==> config.mk <==
export PLATFORM = sky130hd
export DESIGN_NAME = fc_weight_loader
export DESIGN_NICKNAME = d
export VERILOG_FILES = /design/src/rtl/fc_loader_pkg.sv /design/src/rtl/fc_weight_loader.sv
export SDC_FILE = /design/constraint.sdc
export NUM_CORES = 1
export LEC_CHECK = 0
export CORE_ASPECT_RATIO = 0.9
export CORE_MARGIN = 4
export CORE_UTILIZATION = 52
export CTS_BUF_LIST = sky130_fd_sc_hd__clkbuf_4 sky130_fd_sc_hd__clkbuf_8 sky130_fd_sc_hd__clkbuf_16
export DETAILED_ROUTE_END_ITERATION = 7
export PLACE_DENSITY = 0.85
export SLEW_MARGIN = 20
export SYNTH_ARGS = -nofsm -noshare
export SYNTH_HDL_FRONTEND = slang
export SYNTH_SLANG_ARGS = --single-unit
export TNS_END_PERCENT = 1
==> constraint.sdc <==
create_clock -name clk -period 5.46 [get_ports clk]
set_input_delay 1.092 -clock clk [delete_from_list [all_inputs] [get_ports clk]]
set_output_delay 1.092 -clock clk [all_outputs]
set_load 0.005 [all_outputs]
==> src/rtl/fc_loader_pkg.sv <==
// Shared types for the fully-connected weight loader: FSM state encoding and index sizing.
package fc_loader_pkg;

    typedef enum logic [1:0] {
        IDLE   = 2'd0,
        LOAD   = 2'd1,
        COMMIT = 2'd2,
        ERR    = 2'd3
    } state_t;

    // Index width for a buffer of n words; callers guarantee n >= 2 so the result is never 0.
    function automatic int idx_width(input int n);
        return $clog2(n);
    endfunction

endpackage

==> src/rtl/fc_weight_loader.sv <==
// Streams weight words into a parallel buffer and commits the full vector to the
// fully-connected weight memory with a single one-clock active-low write pulse.
module fc_weight_loader
    import fc_loader_pkg::*;
#(
    parameter int FLATTENED_LENGTH          = 50,
    parameter int FULLYCONNECTED_DATA_WIDTH = 8
) (
    input  logic                                                  clk,
    input  logic                                                  rst,
    input  logic                                                  load_start,
    input  logic                                                  abort,
    input  logic                                                  s_valid,
    input  logic [FULLYCONNECTED_DATA_WIDTH-1:0]                  s_data,
    input  logic                                                  s_last,
    output logic                                                  s_ready,
    output logic [FULLYCONNECTED_DATA_WIDTH*FLATTENED_LENGTH-1:0] fc_weights,
    output logic                                                  fc_wren_n,
    output logic                                                  busy,
    output logic                                                  done,
    output logic                                                  err,
    output state_t                                                dbg_state
);

    localparam int W     = FULLYCONNECTED_DATA_WIDTH;
    localparam int N     = FLATTENED_LENGTH;
    localparam int IDX_W = idx_width(FLATTENED_LENGTH);
    localparam logic [IDX_W-1:0] LAST_IDX = IDX_W'(N - 1);

    state_t             state_q, state_d;
    logic [IDX_W-1:0]   idx_q, idx_d;
    logic [W-1:0]       buf_q [N];
    logic               wren_n_q, wren_n_d;
    logic               done_q, done_d;
    logic               hs;
    logic               at_last;

    // Stream handshake: a word transfers on a posedge where s_valid && s_ready;
    // s_ready depends only on state, and a same-cycle abort cancels the transfer.
    assign hs      = (state_q == LOAD) && s_valid && !abort;
    assign at_last = (idx_q == LAST_IDX);

    always_ff @(posedge clk or negedge rst) begin
        if (!rst) begin
            state_q  <= IDLE;
            idx_q    <= '0;
            wren_n_q <= 1'b1;
            done_q   <= 1'b0;
            for (int i = 0; i < N; i++) buf_q[i] <= '0;
        end else begin
            state_q  <= state_d;
            idx_q    <= idx_d;
            wren_n_q <= wren_n_d;
            done_q   <= done_d;
            if (hs) buf_q[idx_q] <= s_data;
        end
    end

    always_comb begin
        state_d  = state_q;
        idx_d    = idx_q;
        wren_n_d = 1'b1;
        done_d   = 1'b0;
        unique case (state_q)
            IDLE: begin
                if (load_start) begin
                    state_d = LOAD;
                    idx_d   = '0;
                end
            end
            LOAD: begin
                if (abort) begin
                    state_d = IDLE;
                    idx_d   = '0;
                end else if (hs) begin
                    if (at_last && s_last) begin
                        state_d  = COMMIT;
                        wren_n_d = 1'b0;
                    end else if (at_last || s_last) begin
                        state_d = ERR;
                    end else begin
                        idx_d = idx_q + 1'b1;
                    end
                end
            end
            COMMIT: begin
                state_d = IDLE;
                done_d  = 1'b1;
            end
            ERR: begin
                if (abort) begin
                    state_d = IDLE;
                    idx_d   = '0;
                end else if (load_start) begin
                    state_d = LOAD;
                    idx_d   = '0;
                end
            end
            default: state_d = IDLE;
        endcase
    end

    // Word 0 lands in the most significant slot of the flattened vector.
    always_comb begin
        fc_weights = '0;
        for (int i = 0; i < N; i++) fc_weights[(N-1-i)*W +: W] = buf_q[i];
    end

    always_comb begin
        s_ready   = (state_q == LOAD);
        busy      = (state_q == LOAD) || (state_q == COMMIT);
        err       = (state_q == ERR);
        fc_wren_n = wren_n_q;
        done      = done_q;
        dbg_state = state_q;
    end

endmodule

==> impl_metrics.py <==
metrics = {
    "outcome": {
        "status": "finished clean",
    },
    "timing": {
        "tightest_slew_ps": 785.4,
        "clock.fmax_mhz": 307.7,
        "fin_worst_skew_ps": 15.25,
        "finalHoldViolations": 0,
        "fin_crit_ps": 3250,
        "grt_setup_unrepaired": "false",
        "max_slew_margin_pct": 47.64,
        "setup_violations": 0,
        "tns_ps": 0,
        "final_max_slew_viol_count": 0,
        "finalCritPeriodShare_pct": 59.53,
    },
    "clocking": {
        "cts_buffer_depth": 3,
        "cts_resized": 0,
        "cts_setup_buffers": 0,
        "cts_tree": "done",
        "h-tree-depth": 2,
        "hold_buffers": 0,
        "cts_buffers": 42,
        "clk_pin_slew_ps": 60,
        "insertion_delay_ps": 530,
        "ctsRootBufferMaster": "clkbuf_16",
        "clock-sinks": 410,
    },
    "die": {
        "io_pins": 421,
        "rows": 60,
        "initial_utilization_pct": 52.97,
        "die_w_um": 192.4,
        "fp.dieH_um": 173.9,
        "coreArea_um2": 30030,
        "die_area_um2": 33460,
    },
    "route": {
        "routed_wl_um": 45990,
        "wire_per_inst_um": 24.75,
        "drt_iter0_drc": 433,
        "vias": 10212,
        "routed_via_density": 5.496,
        "firstDrtPassIters": 4,
        "drc": 0,
        "ant_nets": 0,
    },
    "setup_path": {
        "start_kind": "input pin",
        "critical_path_class": "in2reg",
        "regToRegStartpoint": "dbg_state[1]",
        "cp_max_fo": 9,
        "critPathLaunch": "abort",
        "end_kind": "flip-flop",
        "cp_data_required_time_ps": 5860,
        "worst_ep_arrival_time_ps": 3650,
    },
    "cells_and_area": {
        "multi_input_area_um2": 5415,
        "diodes": 0,
        "final_cell_count_no_fill": 1858,
        "fillers": 1902,
        "drive_gt1_share_pct": 37.46,
        "area_delta_synth_final_pct": 38.26,
        "nNetsFinal": 1444,
        "register_area_um2": 10260,
    },
    "min_path": {
        "hold_path_class": "reg2reg",
        "min_from": "fc_weights[227]",
    },
    "yosys": {
        "ys_seq_area_share_pct": 64.51,
        "synthArstFlopShare_pct": 100.0,
        "synth_fa_ha_area_share_pct": 0.5506,
        "yosys.area.top_type": "dfrtp_1",
        "syn_inst": 1001,
        "netlist_top_cells_area": "dfrtp_1, mux2_2, nor2_2, clkbuf_1, ha_1",
        "ys_ff_latch": 410,
        "synth-main-ff-cell": "dfrtp_1",
        "yosys.area_share.simple_pct": 4.200,
        "ys_warn_count": 0,
        "synth_top_area_share_pct": 64.34,
        "synth_nets": 1022,
        "ys_types": 44,
        "synth-compound-area-share_pct": 0.8495,
        "synth_top_family_by_area": "multiplexers",
        "synth_xor_area_share_pct": 0.05506,
        "synthMuxAreaShare_pct": 28.39,
        "synth_edf_count": 0,
        "post_synth.cell_area_avg_um2": 15.89,
        "synth_area_um2": 15910,
    },
    "global_routing": {
        "antenna_found_initial": 0,
        "grt_overflow": 0,
        "grt_pass1_vias": 11217,
        "grt_max_degree": 105,
        "grt_pass1_wl_um": 69880,
        "grt_usage_pct": 27.27,
    },
    "run": {
        "drv_cap": 0,
    },
    "power_and_ir_drop": {
        "p_leak_nw": 10.44,
        "power.density_nw_per_um2": 304.7,
        "peakVddDrop_uv": 279.2,
    },
    "placement": {
        "dp_hpwl_um": 29520,
        "port_buffers": 420,
        "numPlacedInstances": 1782,
        "gp_congestion": 0.7808,
    },
}
[kinds of logic (layout without fill, tap and decap cells)]
group / after synthesis / in the layout
adder cells (fa/ha/maj): 7 / 7
buffers and inverters: 58 / 512
XOR/XNOR: 1 / 1
AND/OR/NAND/NOR: 107 / 107
multiplexers: 401 / 401
flip-flops: 410 / 410
AO/OA/AOI/OAI: 17 / 17
[power by group]
| part | leakage, nW | switching (mW) | total (mW) | internal (mW) |
|---|---|---|---|---|
| clock | 0.761 | 1.16 | 3.06 | 1.90 |
| combinational | 3.98 | 0.264 | 0.488 | 0.224 |
| sequential | 5.70 | 0.0454 | 3.15 | 3.11 |
| total | 10.4 | 1.47 | 6.70 | 5.23 |
[registers in the layout (all words and copies together) (netlist names)]
signal	count
idx_q	6
done	1
fc_wren_n	1
dbg_state	2
fc_weights	400
[worst max-delay path, cell delays in order]
cell and delay [ps]:
clkdlybuf4s50_1 520, nor2b_1 580, nand3_2 530, nor2_2 530
mux2_2 400
[cell usage in the layout, fill, tap and decap left out, types with 2 or more instances in the layout]
cell type and count:
nand3b_1 3, mux2_2 399, clkbuf_8 13, nor3b_1 4, clkdlybuf4s50_1 411, a21o_1 2
nand2b_1 4, buf_2 7, nor2_4 7, a221o_1 3, nand2_1 19, nand2_2 3
clkinv_2 5, nor2b_1 3, o31ai_1 2, clkbuf_4 8, nor2_1 8, o211ai_1 2
bufinv_16 5, ha_1 7, nand3_1 4, mux2_1 2, nor3_1 4, inv_1 3
buf_12 2, nor2_2 30, dfrtp_1 409, clkbuf_16 43, and3b_1 3, nand3_2 3
or3_1 3, buf_4 11, and3_1 3
[through the flow]
step	hold WS, ps	setup slack, ps	total power, mW	area [um2]	utilization [%]
detailed placement	478.9	1686	3.693	20480	68.20
global placement	472.0	1775	3.670	20480	68.20
global route	502.4	2048	6.944	21990	73.24
CTS	492.1	2233	6.757	21990	73.23
floorplan	482.8	3054	3.380	15910	-
finish	487.2	2210	6.701	21990	73.24
[area by class of cell]
type / count / share of cell area [%]
Sequential cell: 410 / 46.66
Multi-Input combinational cell: 533 / 24.62
Timing Repair Buffer: 432 / 19.49
Clock buffer: 64 / 5.979
Tap cell: 403 / 2.293
Clock inverter: 12 / 0.8875
Inverter: 4 / 0.06827
[synth_stat cells, types with 2 or more instances]
cell and n:
nor2_2 30, o211ai_1 2, a21o_1 2, inv_1 3
nand2_2 3, nor2b_1 3, nand3b_1 3, or3_1 3
clkbuf_1 43, nand3_2 3, ha_1 7, and3b_1 3
a221o_1 3, nor3b_1 4, buf_2 10, dfrtp_1 409
mux2_1 2, nor3_1 4, nor2_4 7, o31ai_1 2
nor2_1 8, nand2b_1 4, nand3_1 4, mux2_2 399
and3_1 3, nand2_1 19
[worst paths after layout]
| kind | cells after the start | end | slack [ps] |
|---|---|---|---|
| worst max-delay path | 5 | fc_weights[26] | 2210 |
| worst min-delay path | 1 | fc_weights[227] | 490 |
| worst max register to register | 6 | fc_weights[26] | 2400 |
| worst min register to register | 1 | fc_weights[227] | 490 |
| max in group asynchronous | 2 | fc_weights[88] | 3640 |
| min in group asynchronous | 1 | fc_weights[121] | 600 |
[metal layers]
layer  vias to the layer above  share of wire (%)  global-route usage [%]
li1                       4358                  -                       -
met1                      5401                 41                   35.11
met2                       362                 48                   44.98
met3                        91                7.7                   8.173
met4                         0                3.5                   8.140
met5                         -                  0                       0
No activity file was read; power rests on OpenSTA's default activity.
